$ cat src/rtl/irq_ctrl_pkg.sv
// Shared constants for the interrupt controller: register offsets,
// bus FSM encoding and the byte-strobe expansion helper.
package irq_ctrl_pkg;

   localparam logic [1:0] REG_PENDING = 2'd0;
   localparam logic [1:0] REG_MASK    = 2'd1;
   localparam logic [1:0] REG_EDGE    = 2'd2;
   localparam logic [1:0] REG_RAW     = 2'd3;

   typedef enum logic {
      ST_IDLE = 1'b0,
      ST_ACK  = 1'b1
   } bus_state_e;

   function automatic logic [31:0] strobe_mask(input logic [3:0] wstrb);
      logic [31:0] m;
      m = 32'h0000_0000;
      for (int k = 0; k < 4; k++) begin
         if (wstrb[k]) m[8*k +: 8] = 8'hFF;
         else          m[8*k +: 8] = 8'h00;
      end
      return m;
   endfunction

endpackage

$ cat src/rtl/irq_sync.sv
// Multi-stage synchroniser for the interrupt source vector, plus a one-cycle
// delayed copy of the synchronised value used for rising-edge detection.
module irq_sync
   import irq_ctrl_pkg::*;
#(
   parameter int WIDTH  = 8,
   parameter int STAGES = 2
) (
   input  logic             clk,
   input  logic             reset,
   input  logic [WIDTH-1:0] d,
   output logic [WIDTH-1:0] sync,
   output logic [WIDTH-1:0] sync_d
);

   logic [WIDTH-1:0] stage_r [STAGES];
   logic [WIDTH-1:0] sync_d_r;

   // synchroniser chain and edge-detect delay register
   always_ff @(posedge clk) begin
      if (reset) begin
         for (int i = 0; i < STAGES; i++) stage_r[i] <= {WIDTH{1'b0}};
         sync_d_r <= {WIDTH{1'b0}};
      end else begin
         stage_r[0] <= d;
         for (int i = 1; i < STAGES; i++) stage_r[i] <= stage_r[i-1];
         sync_d_r <= stage_r[STAGES-1];
      end
   end

   assign sync   = stage_r[STAGES-1];
   assign sync_d = sync_d_r;

endmodule

$ cat src/rtl/irq_ctrl.sv
// Memory-mapped interrupt controller on the PicoRV32 native bus: latches
// edge/level requests from synchronised sources, masks them and drives irq.
module irq_ctrl
   import irq_ctrl_pkg::*;
#(
   parameter int NUM_SRC     = 8,
   parameter int IRQ_BASE    = 3,
   parameter int SYNC_STAGES = 2
) (
   input  logic               clk,
   input  logic               reset,
   input  logic               enable,
   input  logic               mem_valid,
   input  logic               mem_instr,
   input  logic [3:0]         mem_wstrb,
   input  logic [31:0]        mem_wdata,
   input  logic [31:0]        mem_addr,
   output logic               mem_ready,
   output logic [31:0]        mem_rdata,
   input  logic [NUM_SRC-1:0] src_in,
   output logic [31:0]        irq,
   input  logic [31:0]        eoi
);

   bus_state_e         state_r, state_nxt_s;
   logic               access_s, wr_s, ready_r;
   logic [NUM_SRC-1:0] sync_s, sync_d_s, eoi_s, wr_bits_s, w1c_s;
   logic [NUM_SRC-1:0] pending_r, mask_r, edge_r;
   logic [NUM_SRC-1:0] pending_nxt_s, mask_nxt_s, edge_nxt_s;
   logic [31:0]        bm_s, rd_s, irq_vec_s, irq_r, rdata_r;
   logic               unused_s;

   irq_sync #(.WIDTH(NUM_SRC), .STAGES(SYNC_STAGES)) u_sync (
      .clk    (clk),
      .reset  (reset),
      .d      (src_in),
      .sync   (sync_s),
      .sync_d (sync_d_s)
   );

   // bus FSM next state; an access is accepted only from IDLE
   always_comb begin
      state_nxt_s = ST_IDLE;
      access_s    = 1'b0;
      case (state_r)
         ST_IDLE: begin
            if (mem_valid && enable && !mem_instr) begin
               state_nxt_s = ST_ACK;
               access_s    = 1'b1;
            end else begin
               state_nxt_s = ST_IDLE;
               access_s    = 1'b0;
            end
         end
         ST_ACK:  state_nxt_s = ST_IDLE;
         default: state_nxt_s = ST_IDLE;
      endcase
   end

   // register writes, pending update, read mux and irq vector
   always_comb begin
      bm_s       = strobe_mask(mem_wstrb);
      wr_bits_s  = mem_wdata[NUM_SRC-1:0] & bm_s[NUM_SRC-1:0];
      wr_s       = access_s && (mem_wstrb != 4'b0000);
      eoi_s      = eoi[IRQ_BASE +: NUM_SRC];
      mask_nxt_s = mask_r;
      edge_nxt_s = edge_r;
      w1c_s      = {NUM_SRC{1'b0}};
      if (wr_s) begin
         case (mem_addr[3:2])
            REG_PENDING: w1c_s      = wr_bits_s;
            REG_MASK:    mask_nxt_s = (mask_r & ~bm_s[NUM_SRC-1:0]) | wr_bits_s;
            REG_EDGE:    edge_nxt_s = (edge_r & ~bm_s[NUM_SRC-1:0]) | wr_bits_s;
            default:     w1c_s      = {NUM_SRC{1'b0}};
         endcase
      end else begin
         w1c_s = {NUM_SRC{1'b0}};
      end
      // edge bits: a fresh rising edge beats a same-cycle clear
      pending_nxt_s = (edge_r & ((pending_r & ~(w1c_s | eoi_s)) | (sync_s & ~sync_d_s)))
                    | (~edge_r & sync_s);

      rd_s = 32'h0000_0000;
      case (mem_addr[3:2])
         REG_PENDING: rd_s[NUM_SRC-1:0] = pending_r;
         REG_MASK:    rd_s[NUM_SRC-1:0] = mask_r;
         REG_EDGE:    rd_s[NUM_SRC-1:0] = edge_r;
         REG_RAW:     rd_s[NUM_SRC-1:0] = sync_s;
         default:     rd_s = 32'h0000_0000;
      endcase

      irq_vec_s = 32'h0000_0000;
      irq_vec_s[IRQ_BASE +: NUM_SRC] = pending_r & mask_r;
   end

   // state, register file and registered bus/irq outputs
   always_ff @(posedge clk) begin
      if (reset) begin
         state_r   <= ST_IDLE;
         pending_r <= {NUM_SRC{1'b0}};
         mask_r    <= {NUM_SRC{1'b0}};
         edge_r    <= {NUM_SRC{1'b0}};
         irq_r     <= 32'h0000_0000;
         ready_r   <= 1'b0;
         rdata_r   <= 32'h0000_0000;
      end else begin
         state_r   <= state_nxt_s;
         pending_r <= pending_nxt_s;
         mask_r    <= mask_nxt_s;
         edge_r    <= edge_nxt_s;
         irq_r     <= irq_vec_s;
         ready_r   <= access_s;
         rdata_r   <= access_s ? rd_s : 32'h0000_0000;
      end
   end

   assign mem_ready = ready_r;
   assign mem_rdata = rdata_r;
   assign irq       = irq_r;
   assign unused_s  = ^{mem_addr, mem_wdata, eoi, bm_s};

endmodule

$ cat config.mk
export PLATFORM = sky130hd
export DESIGN_NAME = irq_ctrl
export DESIGN_NICKNAME = d
export VERILOG_FILES = /design/src/rtl/irq_ctrl_pkg.sv /design/src/rtl/irq_sync.sv /design/src/rtl/irq_ctrl.sv
export SDC_FILE = /design/constraint.sdc
export NUM_CORES = 1
export LEC_CHECK = 0
export BUFFER_PORTS_ARGS = -buffer_cell sky130_fd_sc_hd__buf_2
export CAP_MARGIN = 20
export CORE_MARGIN = 2
export CORE_UTILIZATION = 25
export CTS_BUF_LIST = sky130_fd_sc_hd__clkbuf_16
export DETAILED_ROUTE_END_ITERATION = 10
export REMOVE_ABC_BUFFERS = 1
export SLEW_MARGIN = 20
export SYNTH_ARGS = -nofsm -noshare
export SYNTH_HDL_FRONTEND = slang
export SYNTH_SLANG_ARGS = --single-unit
$ cat constraint.sdc
create_clock -name clk -period 1.5 [get_ports clk]
set_clock_uncertainty 0.15 [all_clocks]
set_input_delay 0.3 -clock clk [delete_from_list [all_inputs] [get_ports clk]]
set_output_delay 0.3 -clock clk [all_outputs]
set_load 0.02 [all_outputs]
==> results.yml, run 1 <==
power_and_ir_drop:
  power.internal_mw: 3.14
  switching_share: 0.223
  pwr-share-seq: 0.441
  pwr-share-comb: 0.079
  power_density_nw_per_um2: 1180
  p_clk_frac: 0.480
  p_sw_mw: 0.900
  p_total_mw: 4.03
  irDropWorstVdd_mv: 0.460
  leakagePower_nw: 1.55
global_route:
  antenna_found_initial: 0
  grt_usage: 0.0971
  grt_max_degree: 34
  grt_pass1_vias: 1724
  grt_pass1_wl_um: 8550
  grt_overflow_total: 0
layout:
  fin_area_um2: 3420
  syn_to_final_growth_pct: 21.5
  nets: 428
  multi_input_area_um2: 1250
  num-fill-cells: 1126
  diodes: 0
  regArea_um2: 1300
  layout-drive-gt1-share: 0.263
synthesis:
  syn-cell-area_um2: 2820
  synth_cell_types: 23
  syn_area_per_cell_um2: 11.1
  ys_async_sr_fraction: 0
  synthTopCellsByArea: "dfxtp_1, buf_4, nor2b_1"
  synth_seq_cells: 65
  netlist_instances: 253
  synth_top_cells_by_count: "dfxtp_1, buf_4, nor2b_1, nand2b_1, mux2i_1"
  synth_edf_count: 0
  yosysMostFrequentCell: "dfxtp_1"
  netlist.area_leader.share: 0.462
  ys_seq_area_frac: 0.462
  yosysWarnings: 0
  synthFlopType: "dfxtp_1"
  synth.largest_area_cell: "dfxtp_1"
critical_path:
  cp_top_family: "simple AND/OR/NAND/NOR gates"
  r2r_slack_ns: 0.03
  cp_max_fo: 3
  cp.required_ns: 1.60
  end_kind: "flop"
  r2r_start: "state_r"
  worstSetupStartpoint: "state_r"
  crit_chain: "and4bb_2 -> and4b_2 -> buf_6 -> mux2i_1"
  slowest_delay_ns: 0.34
  crit_type: "reg -> reg"
  path_buf_inv: 1
  slowest_stage: "and4bb_2"
  cp-start-kind: "flop"
  arrival_ns: 1.56
placement:
  routabilityCongestion: 0.702
  place_ws_ns: -0.156
  placed_area_um2: 3110
  dp_hpwl_um: 4020
  io_buffers: 48
clock_network:
  h-tree-depth: 3
  cts_tree: "done"
  cts.sinks: 65
  clkTransAtPathRegs_ns: 0.05
  clk_latency_ns: 0.32
  holdBufCountCts: 0
  cts_made_buffers: 9
  clockRootBuffer: "clkbuf_16"
  clockBufferDepth: 2
floorplanning:
  initial_core_util: 0.258
  fp.coreArea_um2: 10900
  io_pins: 178
  fp.dieArea_um2: 12100
  rows: 38
  die_x_um: 110
  die_h_um: 110
route:
  firstDrtPassIters: 4
  drc: 0
  postRouteAntennaNets: 0
  drt_iter0_drc: 33
  wl_per_cell_um: 11.7
  vias: 1791
  drt-vias-per-instance: 3.89
  drt-total-wl_um: 5380
sta:
  whs_ns: 0.0354
  min_period_ns: 1.47
  rsz0062_at_grt: "yes"
  fmax_ghz: 0.682
  setup_slack_ns: 0.0331
  finalSetupTns_ns: 0
  final_hold_viol_count: 0
  setup_viol: 0
  period_share: 0.978
  maxSlewViolCount: 0
hold_path:
  hp-start: "src_in[6]"
  hp-class: "in -> reg"
job:
  drv_cap: 0
run_status:
  status: "finished clean"
[final cells by class]
cell class	instances	area share
clock inverter	7	0.0157
tap	140	0.0512
clock buffer	9	0.0658
timing repair buffer	65	0.122
inverter	1	0.00110
sequential	65	0.380
multi-input combinational	173	0.364
[power groups by stage]
stage          combinational, mW  sequential (mW)  clock [mW]
2_1_floorplan              0.182             1.81           0
3_3_place_gp               0.312             1.81           0
3_5_place_dp               0.315             1.81           0
4_1_cts                    0.316             1.78        1.99
5_1_grt                    0.353             1.78        2.06
6_report                   0.321             1.78        1.94
[per-layer routing]
metal / wire (um) / up-vias / GRT usage
li1: - / 892 / -
met1: 2290 / 819 / 0.114
met2: 2560 / 76 / 0.155
met3: 472 / 4 / 0.0441
met4: 60 / 0 / 0.0375
met5: 0 / - / 0
[metrics by stage]
step / util / std cells
2_1_floorplan: - / 239
3_3_place_gp: 0.284 / 443
3_5_place_dp: 0.284 / 443
4_1_cts: 0.310 / 459
5_1_grt: 0.313 / 460
6_report: 0.313 / 460
[cells by family (layout without fill, tap and decap cells)]
group / count (synthesis) / after routing / synth area share
flops: 65 / 65 / 0.462
other cells: 1 / 48 / 0.00133
buf+inv: 62 / 82 / 0.159
compound gates: 8 / 8 / 0.0249
simple gates: 93 / 93 / 0.227
mux: 24 / 24 / 0.126
[worst paths after layout]
kind,depth (start not counted),end
hold reg to reg,1,u_sync.stage_r[0][11]
hold / removal,2,u_sync.stage_r[0][6]
setup / recovery,4,flop
setup reg to reg,4,flop
[placed cells by master, fill, tap and decap left out, types with 8 or more instances in the layout]
master and n:
buf_2 48, nand2_1 8, nand4_1 8, a22o_1 8, mux2i_1 16, buf_4 11, conb_1 48, nor4bb_1 8
and3b_1 8, nand2b_1 25, clkbuf_16 9, dfxtp_1 65, nor2b_1 32
[what timing repair did]
item	in CTS	in global routing
buffers inserted	0	1
gates cloned	0	0
endpoints found under the setup margin	8	11
resized for setup	2	3
pin swaps	1	2
hold endpoints to repair	0	0
Note: power is estimated with default switching activity, not from simulation.
==> run 2, diff against run 1 <==
--- a/config.mk
+++ b/config.mk
@@ -8,9 +8,11 @@
 export BUFFER_PORTS_ARGS = -buffer_cell sky130_fd_sc_hd__buf_2
 export CAP_MARGIN = 20
 export CORE_MARGIN = 2
-export CORE_UTILIZATION = 25
+export CORE_UTILIZATION = 42
 export CTS_BUF_LIST = sky130_fd_sc_hd__clkbuf_16
 export DETAILED_ROUTE_END_ITERATION = 10
+export MAX_ROUTING_LAYER = met4
+export PLACE_DENSITY = 0.79
 export REMOVE_ABC_BUFFERS = 1
 export SLEW_MARGIN = 20
 export SYNTH_ARGS = -nofsm -noshare
==> run 2 against run 1 <==
First-iteration DRC count increased by 120%. Worst hold slack got worse by 0.00095 ns. The run now ends with design-rule violations left. Design area fell by 3.7%. Highest routed layer unchanged. Utilization increased by 20 points. Via count is 0.34% higher. Die area shrank 39%. Combinational power fell by 4%. Critical path type unchanged. Clock power barely moved. Critical path depth unchanged. Power is 0.56% lower. Clock-buffer cell count is the same. Largest cell class unchanged.
==> results.yml, run 2 (same netlist as run 1, synthesis figures left out) <==
global_route:
  globalRouteMet3Util: 0.0703
  grt_pass1_vias: 1742
  grt_pass1_wl_um: 8140
  grt_usage: 0.153
  grt_util_met2: 0.233
  grt_overflow_total: 0
  grt_max_degree: 60
  antenna_found_initial: 0
  grtUsageMet1: 0.176
  top_usage_layer: "met2"
clock_network:
  h-tree-depth: 3
  clockRootBuffer: "clkbuf_16"
  clockBufferDepth: 2
  cts_made_buffers: 9
  clk_latency_ns: 0.32
  cts.sinks: 65
  cts_tree: "done"
  clkTransAtPathRegs_ns: 0.05
layout:
  num-fill-cells: 600
  fin_cells: 394
  diodes: 0
  layout_common_cells: "dfxtp_1, conb_1, buf_2, nor2b_1, nand2b_1"
  syn_to_final_growth_pct: 17.0
  mostFrequentLayoutCell: "dfxtp_1"
  fin_area_um2: 3290
  nets: 425
  layout-drive-gt1-share: 0.252
sta:
  final_hold_viol_count: 0
  setup_viol: 0
  maxSlewViolCount: 0
  min_period_ns: 1.47
  fmax_ghz: 0.680
  whs_ns: 0.0345
  period_share: 0.981
  rsz0062_at_grt: "yes"
floorplanning:
  initial_core_util: 0.439
  fp.coreArea_um2: 6420
  rows: 29
  die_h_um: 85.9
  fp.dieArea_um2: 7380
  io_pins: 178
  die_x_um: 85.9
route:
  drc: 5
  firstDrtPassIters: 9
  vias: 1797
  drt-total-wl_um: 5100
  drt-vias-per-instance: 4.56
  wl_per_cell_um: 12.9
  drt_iter0_drc: 73
  postRouteAntennaNets: 0
run_status:
  violations: "design-rule violations"
  status: "finished, violations left"
power_and_ir_drop:
  power_density_nw_per_um2: 1220
  leakagePower_nw: 1.53
  pwr-share-seq: 0.444
  switching_share: 0.221
  irDropWorstVdd_mv: 0.926
  p_total_mw: 4.01
  p_clk_frac: 0.479
  pwr-share-comb: 0.077
  p_sw_mw: 0.887
  power.internal_mw: 3.13
hold_path:
  hp-class: "in -> reg"
  worstHoldPathCells: 2
critical_path:
  cp-start-kind: "flop"
  end_kind: "flop"
  ff2ff_path_depth: 4
  cp.required_ns: 1.55
  cp_max_fo: 8
  arrival_ns: 1.52
  crit_type: "reg -> reg"
placement:
  routabilityCongestion: 0.740
  placed_area_um2: 3000
  dp_hpwl_um: 3640
  io_buffers: 48
  dp.cells: 377
job:
  drv_cap: 0
run 2: stage by stage:
step | setup TNS (ns) | util | setup WS (ns)
2_1_floorplan | -2.14 | - | -0.256
3_3_place_gp | -1.18 | 0.467 | -0.111
3_5_place_dp | -2.40 | 0.467 | -0.150
4_1_cts | 0 | 0.512 | 0.000306
5_1_grt | -0.338 | 0.513 | -0.0554
6_report | 0 | 0.513 | 0.0289
run 2: repair_timing:
action	4_1_cts	5_1_grt
pin swaps	1	2
hold buffers	0	0
buffers inserted	1	0
endpoints found under the setup margin	8	16
resized for setup	2	2
cloned	0	0
run 2: power groups by stage:
stage               combinational (mW)  sequential, mW  clock (mW)
CTS                              0.307            1.78        1.98
finish                           0.309            1.78        1.92
global route                     0.334            1.78        2.06
floorplan                        0.182            1.81           0
global placement                 0.300            1.81           0
detailed placement               0.304            1.81           0
run 2: worst max-delay path, cell delays in order (launching register included):
cell and delay, ns:
dfxtp_1 0.30, and4bb_2 0.34, buf_6 0.15, nand4b_4 0.22, mux2i_1 0.19
run 2: area by class of cell:
cell class	instances	area, um2	area share
multi-input combinational	173	1240	0.378
clock inverter	7	53.8	0.0163
inverter	1	3.75	0.00114
timing repair buffer	62	369	0.112
sequential	65	1300	0.395
tap	77	96.3	0.0292
clock buffer	9	225	0.0684
run 2: final timing paths:
| check | start | to | slack [ns] |
|---|---|---|---|
| max | state_r | flop | 0.03 |
| max reg2reg | state_r | flop | 0.03 |
| min | src_in[5] | u_sync.stage_r[0][5] | 0.03 |
| min reg2reg | u_sync.stage_r[0][3] | u_sync.stage_r[0][11] | 0.28 |
run 2: layer usage:
| layer | vias up | routed length (um) |
|---|---|---|
| met5 | - | 0 |
| met4 | 0 | 67 |
| met3 | 6 | 374 |
| met2 | 75 | 2480 |
| met1 | 837 | 2180 |
| li1 | 879 | - |
==> run 3, diff against run 2 <==
--- a/config.mk
+++ b/config.mk
@@ -5,14 +5,15 @@
 export SDC_FILE = /design/constraint.sdc
 export NUM_CORES = 1
 export LEC_CHECK = 0
+export ABC_AREA = 1
 export BUFFER_PORTS_ARGS = -buffer_cell sky130_fd_sc_hd__buf_2
 export CAP_MARGIN = 20
 export CORE_MARGIN = 2
-export CORE_UTILIZATION = 42
+export CORE_UTILIZATION = 44
 export CTS_BUF_LIST = sky130_fd_sc_hd__clkbuf_16
 export DETAILED_ROUTE_END_ITERATION = 10
 export MAX_ROUTING_LAYER = met4
-export PLACE_DENSITY = 0.79
+export PLACE_DENSITY = 0.81
 export REMOVE_ABC_BUFFERS = 1
 export SLEW_MARGIN = 20
 export SYNTH_ARGS = -nofsm -noshare
==> run 3 against run 2 <==
The run now ends clean. Clock power about the same. Sequential power about the same. Register-to-register slack better by 0.10 ns. Flip-flop and latch count unchanged. Highest routed layer unchanged.
==> results.yml, run 3 <==
run_status:
  status: "finished clean"
layout:
  layout_common_cells: "inv_1, nand2_1, dfxtp_1, nor2_1, buf_2"
  fin_util: 0.527
  diodes: 0
  layout-drive-gt1-share: 0.187
  num-fill-cells: 651
  nets: 590
  mostFrequentLayoutCell: "inv_1"
  syn_to_final_growth_pct: 17.0
critical_path:
  cp-start-kind: "flop"
  cp_max_fo: 8
  crit_chain: "inv_1 -> nand2_2 -> nor2_8 -> buf_4 -> nand3_4 -> nand2_1 -> inv_1 -> nor2_1"
  path_buf_inv: 3
  worstSetupStartpoint: "state_r"
  crit_type: "reg -> reg"
  end_kind: "flop"
  slowest_stage: "dfxtp_1"
  ff2ff_path_depth: 8
  r2r_start: "state_r"
  slowest_delay_ns: 0.30
  cp_top_family: "simple AND/OR/NAND/NOR gates"
  arrival_ns: 1.47
  cp.required_ns: 1.61
  r2r_slack_ns: 0.13
  crit_top_cell: "inv_1"
synthesis:
  synth_top_cells_by_count: "inv_1, nand2_1, dfxtp_1, nor2_1, buf_4"
  yosysWarnings: 0
  synth.largest_area_cell: "dfxtp_1"
  netlist_instances: 412
  synthTopCellsByArea: "dfxtp_1, buf_4, inv_1"
  syn-cell-area_um2: 3030
  ys_async_sr_fraction: 0
  yosysMostFrequentCell: "inv_1"
  synth_seq_cells: 65
  synthFlopType: "dfxtp_1"
  synth_cell_types: 23
  netlist.area_leader.share: 0.430
  syn_area_per_cell_um2: 7.35
  ys_seq_area_frac: 0.430
  synth_edf_count: 0
route:
  vias: 2490
  postRouteAntennaNets: 0
  drt-total-wl_um: 6190
  drt_iter0_drc: 167
  drt-vias-per-instance: 4.43
  drc: 0
  firstDrtPassIters: 4
  wl_per_cell_um: 11.0
floorplanning:
  io_pins: 178
  fp.dieArea_um2: 7560
  die_x_um: 86.9
  initial_core_util: 0.450
  fp.coreArea_um2: 6720
  rows: 30
  die_h_um: 86.9
hold_path:
  hp-start: "src_in[3]"
  hp-class: "in -> reg"
  worst_hold_path.endpoint: "u_sync.stage_r[0][3]"
  worstHoldPathCells: 3
clock_network:
  clockBufferDepth: 2
  cts_made_buffers: 9
  ctsResizeCount: 0
  cts.sinks: 65
  holdBufCountCts: 0
  post_cts_buffers: 0
  cts_tree: "done"
  h-tree-depth: 3
  clk_latency_ns: 0.32
  clkTransAtPathRegs_ns: 0.05
  clockRootBuffer: "clkbuf_16"
placement:
  io_buffers: 51
  dp_hpwl_um: 4450
  routabilityCongestion: 0.865
sta:
  final_hold_viol_count: 0
  fmax_ghz: 0.731
  finalSetupTns_ns: 0
  min_period_ns: 1.37
  period_share: 0.912
  rsz0062_at_grt: "no"
  maxSlewViolCount: 0
  setup_viol: 0
job:
  drv_cap: 0
global_route:
  grt_max_degree: 30
  grt_usage: 0.176
  grt_pass1_wl_um: 9780
  antenna_found_initial: 0
  grt_overflow_total: 0
  grt_pass1_vias: 2250
power_and_ir_drop:
  power_density_nw_per_um2: 1160
  leakagePower_nw: 1.79
  irDropWorstVdd_mv: 0.580
run 3: changes by cell type after synthesis, sizes merged, moves of 9 or more:
cell	change
nand2	+73
inv	+78
nor2	+64
mux2i	-16
o21ai	+17
nor2b	-32
nor3	+9
nand2b	-25
run 3: worst reg2reg max path, cell delays in order, from the launching register on:
cell and delay [ns]:
dfxtp_1 0.30, inv_1 0.06, nand2_2 0.11, nor2_8 0.14, buf_4 0.16, nand3_4 0.13, nand2_1 0.11, inv_1 0.05
nor2_1 0.09
run 3: metal layers:
metal	track usage	vias to the layer above	share of wire
met3	0.0540	16	0.079
li1	-	1285	-
met2	0.262	97	0.45
met4	0.0909	0	0.026
met1	0.215	1092	0.44
met5	-	-	0
run 3: layout make-up:
type                    count  area, um2  share of cell area
flip-flops and latches     65       1300               0.367
multi-input cells         257       1190               0.336
repair buffers             65        373               0.105
inverters                  79        297              0.0837
clock buffers               9        225              0.0636
well taps                  80        100              0.0283
clock inverters             7       55.1              0.0155
run 3: how the worst max path moves through the flow:
stage	to	slack, ns	cells past startpoint
after floorplan	pending_r[0]	0.05	7
after global placement	flop	0.08	5
after detailed placement	flop	0.05	8
after CTS	flop	0.14	8
after global routing	flop	0.05	8
final	flop	0.13	8
run 3: stage by stage:
step | power [mW] | cell area (um2) | worst slack, ns | hold slack (ns) | cells
floorplan | 2.06 | 2790 | 0.0501 | 0.221 | 401
global placement | 2.19 | 3260 | 0.0819 | 0.239 | 546
detailed placement | 2.20 | 3260 | 0.0514 | 0.242 | 546
CTS | 4.15 | 3540 | 0.141 | 0.0156 | 562
global route | 4.29 | 3540 | 0.0524 | 0.0202 | 562
finish | 4.12 | 3540 | 0.132 | 0.0255 | 562
run 3: logic make-up (layout without fill, tap and decap cells):
logic type             after synthesis  count (layout)  share of synthesized area
and+or+nand+nor                    183             183                      0.288
buffers and inverters              137             160                      0.235
DFF                                 65              65                      0.430
AOI/OAI and AO/OA                   26              26                     0.0455
other                                1              48                    0.00124
run 3: power breakdown:
| part | internal [mW] | switching, mW |
|---|---|---|
| clock network | 1.25 | 0.692 |
| registers | 1.77 | 0.0123 |
| logic | 0.106 | 0.285 |
| total | 3.13 | 0.988 |
